===== src/rtl/irq_dispatch_pkg.sv =====
// Shared types and constants for the irq_dispatch block: FSM states, bus codes
// and the per-bus channel count.
package irq_dispatch_pkg;

    localparam int NCHAN = 9;
    localparam int NBUS  = 3;

    localparam logic [1:0] BUS_A = 2'd0;
    localparam logic [1:0] BUS_B = 2'd1;
    localparam logic [1:0] BUS_C = 2'd2;

    typedef enum logic [1:0] {
        IDLE    = 2'd0,
        SELECT  = 2'd1,
        PRESENT = 2'd2,
        CLEAR   = 2'd3
    } state_t;

    // One-hot mask selecting a single channel of a bus.
    function automatic logic [NCHAN-1:0] chan_mask(input logic [3:0] chan);
        return NCHAN'(1) << chan;
    endfunction

endpackage


===== src/rtl/irq_dispatch_prio_enc9.sv =====
// 9-bit lowest-index priority encoder with an any-valid flag; one instance
// ranks the eligible channels of one bus.
module prio_enc9 (
    input  logic [8:0] req,
    output logic       any,
    output logic [3:0] idx
);

    assign any = |req;

    // Scan from the top so the lowest set index is the last one written.
    always_comb begin
        idx = 4'd0;
        for (int i = 8; i >= 0; i--) begin
            if (req[i]) begin
                idx = 4'(i);
            end
        end
    end

endmodule


===== src/rtl/irq_dispatch.sv =====
// Three-bus, nine-channel interrupt dispatcher: latches requests, ranks A > B > C
// and lowest channel first, and presents one winner at a time until acknowledged.
// Optional presentation timeout is built when IRQ_DISPATCH_TIMEOUT_EN is defined.
module irq_dispatch
    import irq_dispatch_pkg::*;
#(
    parameter int TIMEOUT_CYCLES = 16
) (
    input  logic             clk,
    input  logic             rst_n,
    input  logic [NCHAN-1:0] en,
    input  logic [NCHAN-1:0] req_a,
    input  logic [NCHAN-1:0] req_b,
    input  logic [NCHAN-1:0] req_c,
    input  logic             irq_ack,
    output logic             pa,
    output logic             pb,
    output logic             pc,
    output logic             irq_valid,
    output logic [1:0]       irq_bus,
    output logic [3:0]       irq_chan,
    output logic             timeout
);

    // Handshake: irq_valid is high for the whole PRESENT state with irq_bus and
    // irq_chan frozen; the consumer raises irq_ack for one cycle to retire it.
    // irq_ack outside PRESENT has no effect.

    logic [NCHAN-1:0] pend_a, pend_b, pend_c;
    logic [NCHAN-1:0] elig_a, elig_b, elig_c;
    logic [NCHAN-1:0] clr_a, clr_b, clr_c;
    logic             any_a, any_b, any_c, any_elig;
    logic [3:0]       idx_a, idx_b, idx_c;
    logic [1:0]       win_bus;
    logic [3:0]       win_chan;
    logic [1:0]       sel_bus;
    logic [3:0]       sel_chan;
    logic             capture;
    state_t           state, state_next;

    assign elig_a = pend_a & en;
    assign elig_b = pend_b & en;
    assign elig_c = pend_c & en;

    prio_enc9 u_enc_a (.req(elig_a), .any(any_a), .idx(idx_a));
    prio_enc9 u_enc_b (.req(elig_b), .any(any_b), .idx(idx_b));
    prio_enc9 u_enc_c (.req(elig_c), .any(any_c), .idx(idx_c));

    assign any_elig = any_a | any_b | any_c;

    always_comb begin
        win_bus  = BUS_A;
        win_chan = idx_a;
        if (any_a) begin
            win_bus  = BUS_A;
            win_chan = idx_a;
        end else if (any_b) begin
            win_bus  = BUS_B;
            win_chan = idx_b;
        end else if (any_c) begin
            win_bus  = BUS_C;
            win_chan = idx_c;
        end
    end

    // Only the captured bit is cleared, and only on the edge leaving CLEAR.
    always_comb begin
        clr_a = '0;
        clr_b = '0;
        clr_c = '0;
        if (state == CLEAR) begin
            case (sel_bus)
                BUS_A:   clr_a = chan_mask(sel_chan);
                BUS_B:   clr_b = chan_mask(sel_chan);
                BUS_C:   clr_c = chan_mask(sel_chan);
                default: ;
            endcase
        end
    end

    // A new request ORs in after the clear, so a coincident set is never lost.
    always_ff @(posedge clk or negedge rst_n) begin
        if (!rst_n) begin
            pend_a <= '0;
            pend_b <= '0;
            pend_c <= '0;
        end else begin
            pend_a <= (pend_a & ~clr_a) | req_a;
            pend_b <= (pend_b & ~clr_b) | req_b;
            pend_c <= (pend_c & ~clr_c) | req_c;
        end
    end

    always_ff @(posedge clk or negedge rst_n) begin
        if (!rst_n) begin
            pa <= 1'b0;
            pb <= 1'b0;
            pc <= 1'b0;
        end else begin
            pa <= any_a;
            pb <= any_b;
            pc <= any_c;
        end
    end

`ifdef IRQ_DISPATCH_TIMEOUT_EN
    localparam logic [7:0] CNT_LAST = 8'(TIMEOUT_CYCLES - 1);

    logic [7:0] cnt;
    logic       expire;
    logic       timeout_fire;

    assign expire = (cnt == CNT_LAST);
`else
    logic unused_cfg;
    assign unused_cfg = (TIMEOUT_CYCLES > 0);
`endif

    always_ff @(posedge clk or negedge rst_n) begin
        if (!rst_n) begin
            state <= IDLE;
        end else begin
            state <= state_next;
        end
    end

    always_comb begin
        state_next = state;
        capture    = 1'b0;
`ifdef IRQ_DISPATCH_TIMEOUT_EN
        timeout_fire = 1'b0;
`endif
        case (state)
            IDLE: begin
                if (any_elig) begin
                    state_next = SELECT;
                end
            end
            SELECT: begin
                if (any_elig) begin
                    capture    = 1'b1;
                    state_next = PRESENT;
                end else begin
                    state_next = IDLE;
                end
            end
            PRESENT: begin
                // An ack on the expiry cycle takes precedence over the timeout.
                if (irq_ack) begin
                    state_next = CLEAR;
`ifdef IRQ_DISPATCH_TIMEOUT_EN
                end else if (expire) begin
                    state_next   = CLEAR;
                    timeout_fire = 1'b1;
`endif
                end
            end
            CLEAR: begin
                state_next = IDLE;
            end
            default: begin
                state_next = IDLE;
            end
        endcase
    end

    always_ff @(posedge clk or negedge rst_n) begin
        if (!rst_n) begin
            sel_bus  <= 2'd0;
            sel_chan <= 4'd0;
        end else if (capture) begin
            sel_bus  <= win_bus;
            sel_chan <= win_chan;
        end
    end

`ifdef IRQ_DISPATCH_TIMEOUT_EN
    // Counts completed PRESENT cycles; restarts on every entry to PRESENT.
    always_ff @(posedge clk or negedge rst_n) begin
        if (!rst_n) begin
            cnt     <= 8'd0;
            timeout <= 1'b0;
        end else begin
            cnt     <= (state == PRESENT && state_next == PRESENT) ? cnt + 8'd1 : 8'd0;
            timeout <= timeout_fire;
        end
    end
`else
    assign timeout = 1'b0;
`endif

    assign irq_valid = (state == PRESENT);
    assign irq_bus   = sel_bus;
    assign irq_chan  = sel_chan;

endmodule

===== config.mk =====
export PLATFORM = sky130hd
export DESIGN_NAME = irq_dispatch
export DESIGN_NICKNAME = d
export VERILOG_FILES = /design/src/rtl/irq_dispatch_pkg.sv /design/src/rtl/irq_dispatch_prio_enc9.sv /design/src/rtl/irq_dispatch.sv
export SDC_FILE = /design/constraint.sdc
export NUM_CORES = 1
export LEC_CHECK = 0
export CELL_PAD_IN_SITES_DETAIL_PLACEMENT = 1
export CELL_PAD_IN_SITES_GLOBAL_PLACEMENT = 2
export CORE_MARGIN = 5
export CORE_UTILIZATION = 30
export DETAILED_ROUTE_END_ITERATION = 7
export GPL_ROUTABILITY_DRIVEN = 1
export PLACE_DENSITY_LB_ADDON = 0.1
export SLEW_MARGIN = 10
export SYNTH_ARGS = -nofsm -noshare
export SYNTH_HDL_FRONTEND = slang
export SYNTH_SLANG_ARGS = --single-unit

===== constraint.sdc =====
create_clock -name clk -period 2.4 [get_ports clk]
set_input_delay 0.48 -clock clk [delete_from_list [all_inputs] [get_ports clk]]
set_output_delay 0.48 -clock clk [all_outputs]
set_load 0.02 [all_outputs]

==> results of run 1 <==
==> final timing paths <==
| path | start | to | depth (start not counted) |
|---|---|---|---|
| min reg2reg | pend_c[2] | pend_c[2] | 1 |
| max in group asynchronous | rst_n | pend_c[0] | 2 |
| max reg2reg | pend_c[0] | irq_chan[2] | 5 |
| max | en[0] | irq_chan[2] | 6 |
| min | rst_n | pend_b[6] | 1 |
| min in group clk | pend_c[2] | pend_c[2] | 1 |
==> worst reg2reg max path: stages, from the launching register on <==
cell,delay [ps]
dfrtp_1,410
a22oi_2,220
nand3_1,150
a211o_2,370
o21a_4,240
mux2_4,290
==> power breakdown <==
part / switching, mW / total [mW] / internal (mW) / leakage, nW
clock network: 0.218 / 0.439 / 0.222 / 0.0431
registers: 0.127 / 0.837 / 0.711 / 0.364
logic: 0.347 / 0.654 / 0.308 / 0.575
total: 0.691 / 1.93 / 1.24 / 0.981
==> state kept, by name, indices dropped and copies added (netlist names), named ones only <==
signal / flops
pa: 1
pend_c: 9
pend_a: 9
irq_bus: 2
irq_chan: 4
pc: 1
state: 1
pend_b: 9
pb: 1
==> per-layer routing <==
metal  vias up  track usage (%)  routed length (um)
met4         0             4.46                  59
met1       885             21.0                2840
met2        44             26.0                3000
met3         5             3.45                 332
li1        871                -                   -
met5         -                0                   0
==> per-stage QoR <==
step                setup slack [ps]  hold slack [ps]  power [mW]  TNS, ps  cells
floorplan                        535              184        1.17        0    198
global placement              -0.367              462        1.51   -0.367    342
detailed placement             -14.6              459        1.51    -14.6    342
CTS                              287              146        1.96        0    348
global route                     137              162        2.05        0    348
finish                           280              130        1.93        0    348
==> kinds of logic after synthesis <==
group	after synthesis	synth area share, %
DFF	38	47.1
muxes	1	0.743
buffers and inverters	6	1.67
and+or+nand+nor	79	20.1
other	1	0.186
AOI/OAI and AO/OA	73	30.2
==> placed cells by master (no fill, tap or decap), drive strengths merged, types with 2 or more instances in the layout <==
master / netlist / routed
nand4: 3 / 3
a21o: 28 / 28
o21a: 2 / 2
buf: 2 / 19
a32oi: 3 / 3
nand2b: 7 / 7
nor3: 8 / 8
a21oi: 6 / 6
a22oi: 10 / 10
nor2: 4 / 4
clkdlybuf4s50: 0 / 47
nor3b: 3 / 3
nand3: 3 / 3
a32o: 3 / 3
clkbuf: 0 / 6
nand2: 46 / 46
dfrtp: 38 / 38
o21ai: 10 / 10
a221oi: 2 / 2
inv: 4 / 4
==> layout make-up <==
class	instances	area, sq um
Multi-Input combinational cell	154	1030
Tap cell	80	100
Sequential cell	38	951
Inverter	4	15.0
Clock buffer	6	82.6
Timing Repair Buffer	66	611
Fill cell	770	3890
==> flow_summary.toml, run 1 <==
[setup_path]
cp_top_family = "compound AO/OA/AOI/OAI gates"
required_ps = 2580
max_stage_delay_ps = 530
crit_path_max_fanout = 5
rrSetupSlack_ps = 620
critPathCaptureType = "flip-flop"
path_cells = "clkdlybuf4s50_1 -> a22oi_2 -> nand3_1 -> a211o_2 -> o21a_4 -> mux2_4"
crit_type = "in2reg"
path_buf_inv = 1
worstPathArrival_ps = 2300
critPathSlowestCell = "clkdlybuf4s50_1"
start_kind = "input pin"

[drt]
finalWirelength_mm = 6.23
ant_nets = 0
wl_per_cell_um = 17.9
vias = 1805
drc_errors = 0
drt_iter0_drc = 74
drt-vias-per-instance = 5.19
dr.pass1.iters = 4

[hold_path]
min-delay-path-class = "in2async"

[clocking]
cts_setup_buffers = 0
cts.clk_slew.worst_paths_ps = 70
post_cts_resized = 0
cts_tree = "yes"
ctsHoldBuffers = 0
clock_latency_ps = 290
cts-htree-levels = 2
cts_made_buffers = 5
cts.sinks = 38
root_buffer = "clkbuf_8"
cts_max_path_buffers = 2

[power]
power_density_nw_per_um2 = 691
vdd_drop_max_mv = 0.306
p_leak_nw = 0.981

[place]
dpl.hpwl_mm = 4.92
placed_area_sq_um = 2710
portBuffers = 48
globalplace.congestion = 0.780

[logic_synthesis]
synthesis.nets = 237
synth_common_cells = "nand2_1 (46), dfrtp_1 (38), a21o_1 (28)"
synthArstFlopShare_pct = 100
synth_edf_count = 0
synth_top_flop_cell = "dfrtp_1"
syn_inst = 198
ys_seq_elements = 38
syn_avg_cell_area_sq_um = 10.2
syn_area_sq_um = 2020
yosysMostFrequentCell = "nand2_1"
netlist_top_cells_area = "dfrtp_1 (47%), a21o_1 (10%), nand2_1 (8.6%), a22oi_4 (3.2%), o21ai_0 (2.5%)"
yosys.area.top_type = "dfrtp_1"
synth-seq-area-share_pct = 47.1
yosys_warnings = 0
yosysUniqueCellTypes = 43
synth_top_area_share_pct = 47.1

[floorplan]
start_util_pct = 30.2
core-area_sq_um = 6680
row_count = 30
ios = 50
die_h_um = 92.0
dieArea_sq_um = 8470
die_w_um = 92.0

[layout]
area_growth_pct = 38.4
drive_gt1_share_pct = 16.0
final_nets = 308
fin_area_sq_um = 2790
diodes = 0
fin_util_pct = 41.8

[global_routing]
grt_pass1_wl_mm = 10.3
grt_use_total_pct = 15.9
grt_max_degree = 21
overflow = 0
grt_antenna_before_repair = 0
first_global_vias = 1952

[timing]
finalClockSkew_ps = 2.66
hold_viol = 0
rsz0062_at_grt = "false"
period_needed_ps = 2120
setup_viol = 0
timing.final.crit_share_pct = 88.3
max_freq_mhz = 472
worstMarginPinSlew_ps = 595
drv_slew = 0
slew_headroom_pct = 60.0

[run_status]
status = "finished, final reports clean"

[flow_run]
drv_cap = 0
Note: power is estimated with default switching activity, not from simulation.
==> run 2: changes to the inputs <==
--- a/config.mk
+++ b/config.mk
@@ -12,7 +12,6 @@
 export DETAILED_ROUTE_END_ITERATION = 7
 export GPL_ROUTABILITY_DRIVEN = 1
 export PLACE_DENSITY_LB_ADDON = 0.1
-export SLEW_MARGIN = 10
 export SYNTH_ARGS = -nofsm -noshare
 export SYNTH_HDL_FRONTEND = slang
 export SYNTH_SLANG_ARGS = --single-unit
==> results of run 2 <==
No change in the layout: final DEF, timing and power equal those of run 1.
==> RTL change 1, RTL diff (settings of run 2) <==
Re-encode `state_t` (4 states) as Gray code, 2 bits wide.
--- a/src/rtl/irq_dispatch_pkg.sv
+++ b/src/rtl/irq_dispatch_pkg.sv
@@ -10,10 +10,10 @@
     localparam logic [1:0] BUS_C = 2'd2;
 
     typedef enum logic [1:0] {
-        IDLE    = 2'd0,
-        SELECT  = 2'd1,
-        PRESENT = 2'd2,
-        CLEAR   = 2'd3
+        IDLE    = 2'b00,
+        SELECT  = 2'b01,
+        PRESENT = 2'b11,
+        CLEAR   = 2'b10
     } state_t;
 
     // One-hot mask selecting a single channel of a bus.
Behaviour: same outputs for any inputs over 10 cycles, from zero or initial values and one cycle with rst_n low; not proved beyond that.
==> RTL change 1 against run 2 <==
Non-clock buffer count increased by 9. Design area fell by 0.85%. Clock power up 7.1%. Worst setup slack lost 80 ps. Sequential cell count unchanged. Highest routed layer unchanged. Wire length grew 0.29%. Critical path depth up 2. Synthesized area shrank 4.8%. Total power fell by 5.7%.
==> RTL change 1: results <==
group,metric,value,unit
outcome,outcome,"complete, no violations",
grt,grtUsageMet3,3.59,%
grt,grt_pass1_wl,10.0,mm
finish,fin_util,44.1,%
place,dp.cells,347,
place,place_congestion,0.852,
grt,grt_use_met1,19.6,%
finish,clkbuf_count,7,
grt,track_usage,15.6,%
setup_path,cpPeakStageDelay,490,ps
place,hpwl,4.96,mm
setup_path,reg2reg_from,"pend_b[4]$_DFF_PN0_",
finish,nets,316,
floorplan,core_area,0.00628,sq mm
yosys,yosysSeqAreaShare,49.4,%
power,comb-power,564,uW
finish,fill_cells,734,
clocking,cts_root_buffer,"clkbuf_8",
power,power_frac_clock,25.8,%
route,met2_wirelength,3.03,mm
grt,grt_pass1_vias,1914,
finish,layout-drive-gt1-share,15.1,%
power,leakage,0.00105,uW
yosys,synth.net_count,236,
yosys,synth_compound_area_share,25.7,%
route,met1_length,2.89,mm
yosys,synthMuxAreaShare,1.37,%
finish,clkCellAreaFrac,3.30,%
setup_path,worst_r2r_path_depth,7,
yosys,synth_cell_types,37,
route,wl_met3,264,um
yosys,synth_commonest_cells,"nand2_1, dfrtp_1, a21o_1, nand2b_1, a22oi_1",
yosys,synth_area_leaders,"dfrtp_1, a21o_1, nand2_1, a22oi_1, nand2b_1",
grt,met2_usage,26.5,%
grt,grt_max_degree,39,
finish,nonClockInverterCount,3,
finish,buffer_area_share,24.5,%
finish,n_all_buffers,75,
route,wl_per_cell,17.6,um
place,dpl_worst_slack,-124,ps
sta,slew_headroom,41.9,%
yosys,syn_inst,197,
setup_path,r2r_setup_slack,470,ps
sta,fin_skew,6.86,ps
power,vdd_drop_max,0.328,mV
setup_path,worst_ep_arrival_time,2430,ps
setup_path,cp_top_family,"buffers and inverters",
power,p_int,1200,uW
route,vias_per_cell,5.08,
power,powerClk,470,uW
setup_path,critPathMaxFanout,6,
==> RTL change 1: cell count changes after synthesis, moves of 3 or more <==
cell | before | now
nand2_1 | 46 | 51
o21ai_0 | 10 | 7
a22oi_4 | 3 | 0
nand2b_1 | 7 | 10
a22oi_1 | 5 | 9
a32oi_1 | 3 | 0
a22o_1 | 0 | 3
==> RTL change 1: how the worst max path moves through the flow <==
stage / from / to / cells after the start / slack [ps]
floorplan: en[4] / irq_chan[1]$_DFFE_PN0P_ / 6 / 460
global placement: en[2] / irq_chan[2]$_DFFE_PN0P_ / 6 / -60
detailed placement: en[6] / irq_chan[2]$_DFFE_PN0P_ / 8 / -120
CTS: en[6] / irq_chan[2]$_DFFE_PN0P_ / 8 / 180
global route: en[2] / irq_chan[0]$_DFFE_PN0P_ / 8 / 50
finish: en[6] / irq_chan[2]$_DFFE_PN0P_ / 8 / 200
==> RTL change 1: cell families after synthesis <==
kind of cell,Yosys count
and+or+nand+nor,84
AOI/OAI and AO/OA,67
DFF,38
other,1
buffers and inverters,5
muxes,2
==> RTL change 2, RTL diff (config.mk and constraints of run 2) <==
Made on the original files. Build with the macro `IRQ_DISPATCH_TIMEOUT_EN` defined.
--- a/src/rtl/irq_dispatch.sv
+++ b/src/rtl/irq_dispatch.sv
@@ -1,6 +1,8 @@
 // Three-bus, nine-channel interrupt dispatcher: latches requests, ranks A > B > C
 // and lowest channel first, and presents one winner at a time until acknowledged.
 // Optional presentation timeout is built when IRQ_DISPATCH_TIMEOUT_EN is defined.
+`define IRQ_DISPATCH_TIMEOUT_EN
+
 module irq_dispatch
     import irq_dispatch_pkg::*;
 #(
Formal check against the unedited RTL: same outputs for any inputs over 10 cycles, from zero or initial values and one cycle with rst_n low; that may be too few to reach the edited logic, so the function may still have changed.
==> RTL change 2 against run 2 <==
Worst setup slack got worse by 170 ps. Design area rose by 13%. Total power grew 6.3%. Synthesized area rose by 12%. Wire length up 17%. Die area up 11%. Register-to-register slack got worse by 330 ps. Sequential cell count up 9. Critical path type unchanged. Critical endpoint is now irq_chan[0]$_DFFE_PN0P_.
==> RTL change 2: results <==
group,metric,value,unit
outcome,outcome,"complete, no violations",
grt,grt_pass1_vias,2179,
yosys,yosysSeqAreaShare,52.0,%
yosys,synth_cell_types,41,
grt,track_usage,15.7,%
grt,grt_pass1_wl,11.8,mm
grt,grt_max_degree,28,
yosys,async_flop_share,100,%
place,portBuffers,49,
yosys,synth_area_leaders,"dfrtp_1, a21o_1, nand2_1, a22oi_1, nand2b_1",
sta,holdWs,155,ps
yosys,ys.flop_type,"dfrtp_1",
setup_path,cpPeakStageDelay,620,ps
setup_path,critPathMaxFanout,5,
yosys,synth.net_count,270,
finish,nets,350,
place,hpwl,5.57,mm
route,vias_per_cell,5.08,
sta,fin_crit,2290,ps
setup_path,worst_r2r_path_depth,6,
route,first_iter_violations,93,
route,drt-total-wl,7.30,mm
finish,layout-drive-gt1-share,11.7,%
clocking,clk_pin_slew_worst_paths,90,ps
setup_path,r2r_setup_slack,290,ps
place,place_congestion,0.839,
yosys,synth_commonest_cells,"nand2_1, dfrtp_1, a21o_1, nor2_1, nand2b_1",
power,p_int,1330,uW
power,leakage,0.00117,uW
setup_path,worst_ep_arrival_time,2500,ps
setup_path,reg2reg_from,"pend_a[0]$_DFF_PN0_",
power,vdd_drop_max,0.208,mV
clocking,ctsHtreeMaxLevel,2,
clocking,clockBufferDepth,2,
place,placed_area,0.00306,sq mm
sta,fin_skew,10.4,ps
setup_path,slowest_stage,"or4b_4",
setup_path,timing.rr.end,"irq_chan[0]$_DFFE_PN0P_",
sta,slew_headroom,62.5,%
==> RTL change 2: changes by cell type after synthesis, sizes merged, moves of 3 or more <==
cell,before,now
a22o,0,3
and3,0,3
nand2,46,53
a22oi,10,7
xnor2,0,3
o211ai,0,3
nor2,4,13
dfrtp,38,47
==> RTL change 2: worst register-to-register path: cells and delay by family (launching register included) <==
kind               cells  cell delay [ps]
AOI/OAI and AO/OA      4              910
and+or+nand+nor        2              690
DFF                    1              420
==> RTL change 2: layout make-up <==
cell class,count,area (sq um)
fillers,888,4140
flip-flops and latches,47,1180
multi-input cells,178,1080
repair buffers,74,686
well taps,99,124
clock buffers,6,72.6
inverters,4,15.0
==> RTL change 2: metrics by stage <==
| step | TNS, ps | power, uW | util, % | std cells | setup WS, ps |
|---|---|---|---|---|---|
| after floorplan | 0 | 1250 | - | 230 | 298 |
| after global placement | -913 | 1590 | 41.9 | 401 | -166 |
| after detailed placement | -1360 | 1600 | 41.9 | 401 | -234 |
| after CTS | 0 | 2050 | 42.9 | 407 | 66.9 |
| after global routing | -1.62 | 2170 | 43.2 | 408 | -1.62 |
| final | 0 | 2050 | 43.2 | 408 | 106 |
==> RTL change 2: power groups by stage <==
stage / combinational, uW / clock (uW) / sequential, uW
5_1_grt: 673 / 501 / 995
3_3_place_gp: 595 / 0 / 996
2_1_floorplan: 269 / 0 / 977
3_5_place_dp: 603 / 0 / 995
4_1_cts: 606 / 470 / 977
6_report: 614 / 455 / 984
==> RTL change 2: repair_timing <==
| item | in CTS | in global routing |
|---|---|---|
| endpoints found under the setup margin | 0 | 6 |
| resized for setup | 0 | 2 |
| hold endpoints to repair | 0 | 0 |
==> RTL change 2: worst max path at each step <==
stage,start,to,slack [ps]
after detailed placement,en[0],irq_chan[2]$_DFFE_PN0P_,-230
after global placement,en[0],irq_chan[2]$_DFFE_PN0P_,-170
after floorplan,en[1],irq_chan[2]$_DFFE_PN0P_,300
final,en[0],irq_chan[0]$_DFFE_PN0P_,110
after CTS,en[0],irq_chan[2]$_DFFE_PN0P_,70
after global routing,en[2],irq_chan[3]$_DFFE_PN0P_,-2
==> RTL change 2: routing by layer <==
layer	part of all wire, %	global-route usage (%)	vias up
li1	-	-	999
met1	49	22.2	1019
met2	45	24.6	45
met3	4.6	3.24	8
met4	1.0	3.89	0
met5	0	0	-
==> RTL change 2: cell families after synthesis <==
logic type	count (synthesis)	share of synthesized area [%]
flip-flops	47	52.0
XOR/XNOR	5	1.94
AND/OR/NAND/NOR	100	20.4
buffers and inverters	6	1.33
AO/OA/AOI/OAI	71	23.8
adder cells (fa/ha/maj)	1	0.553
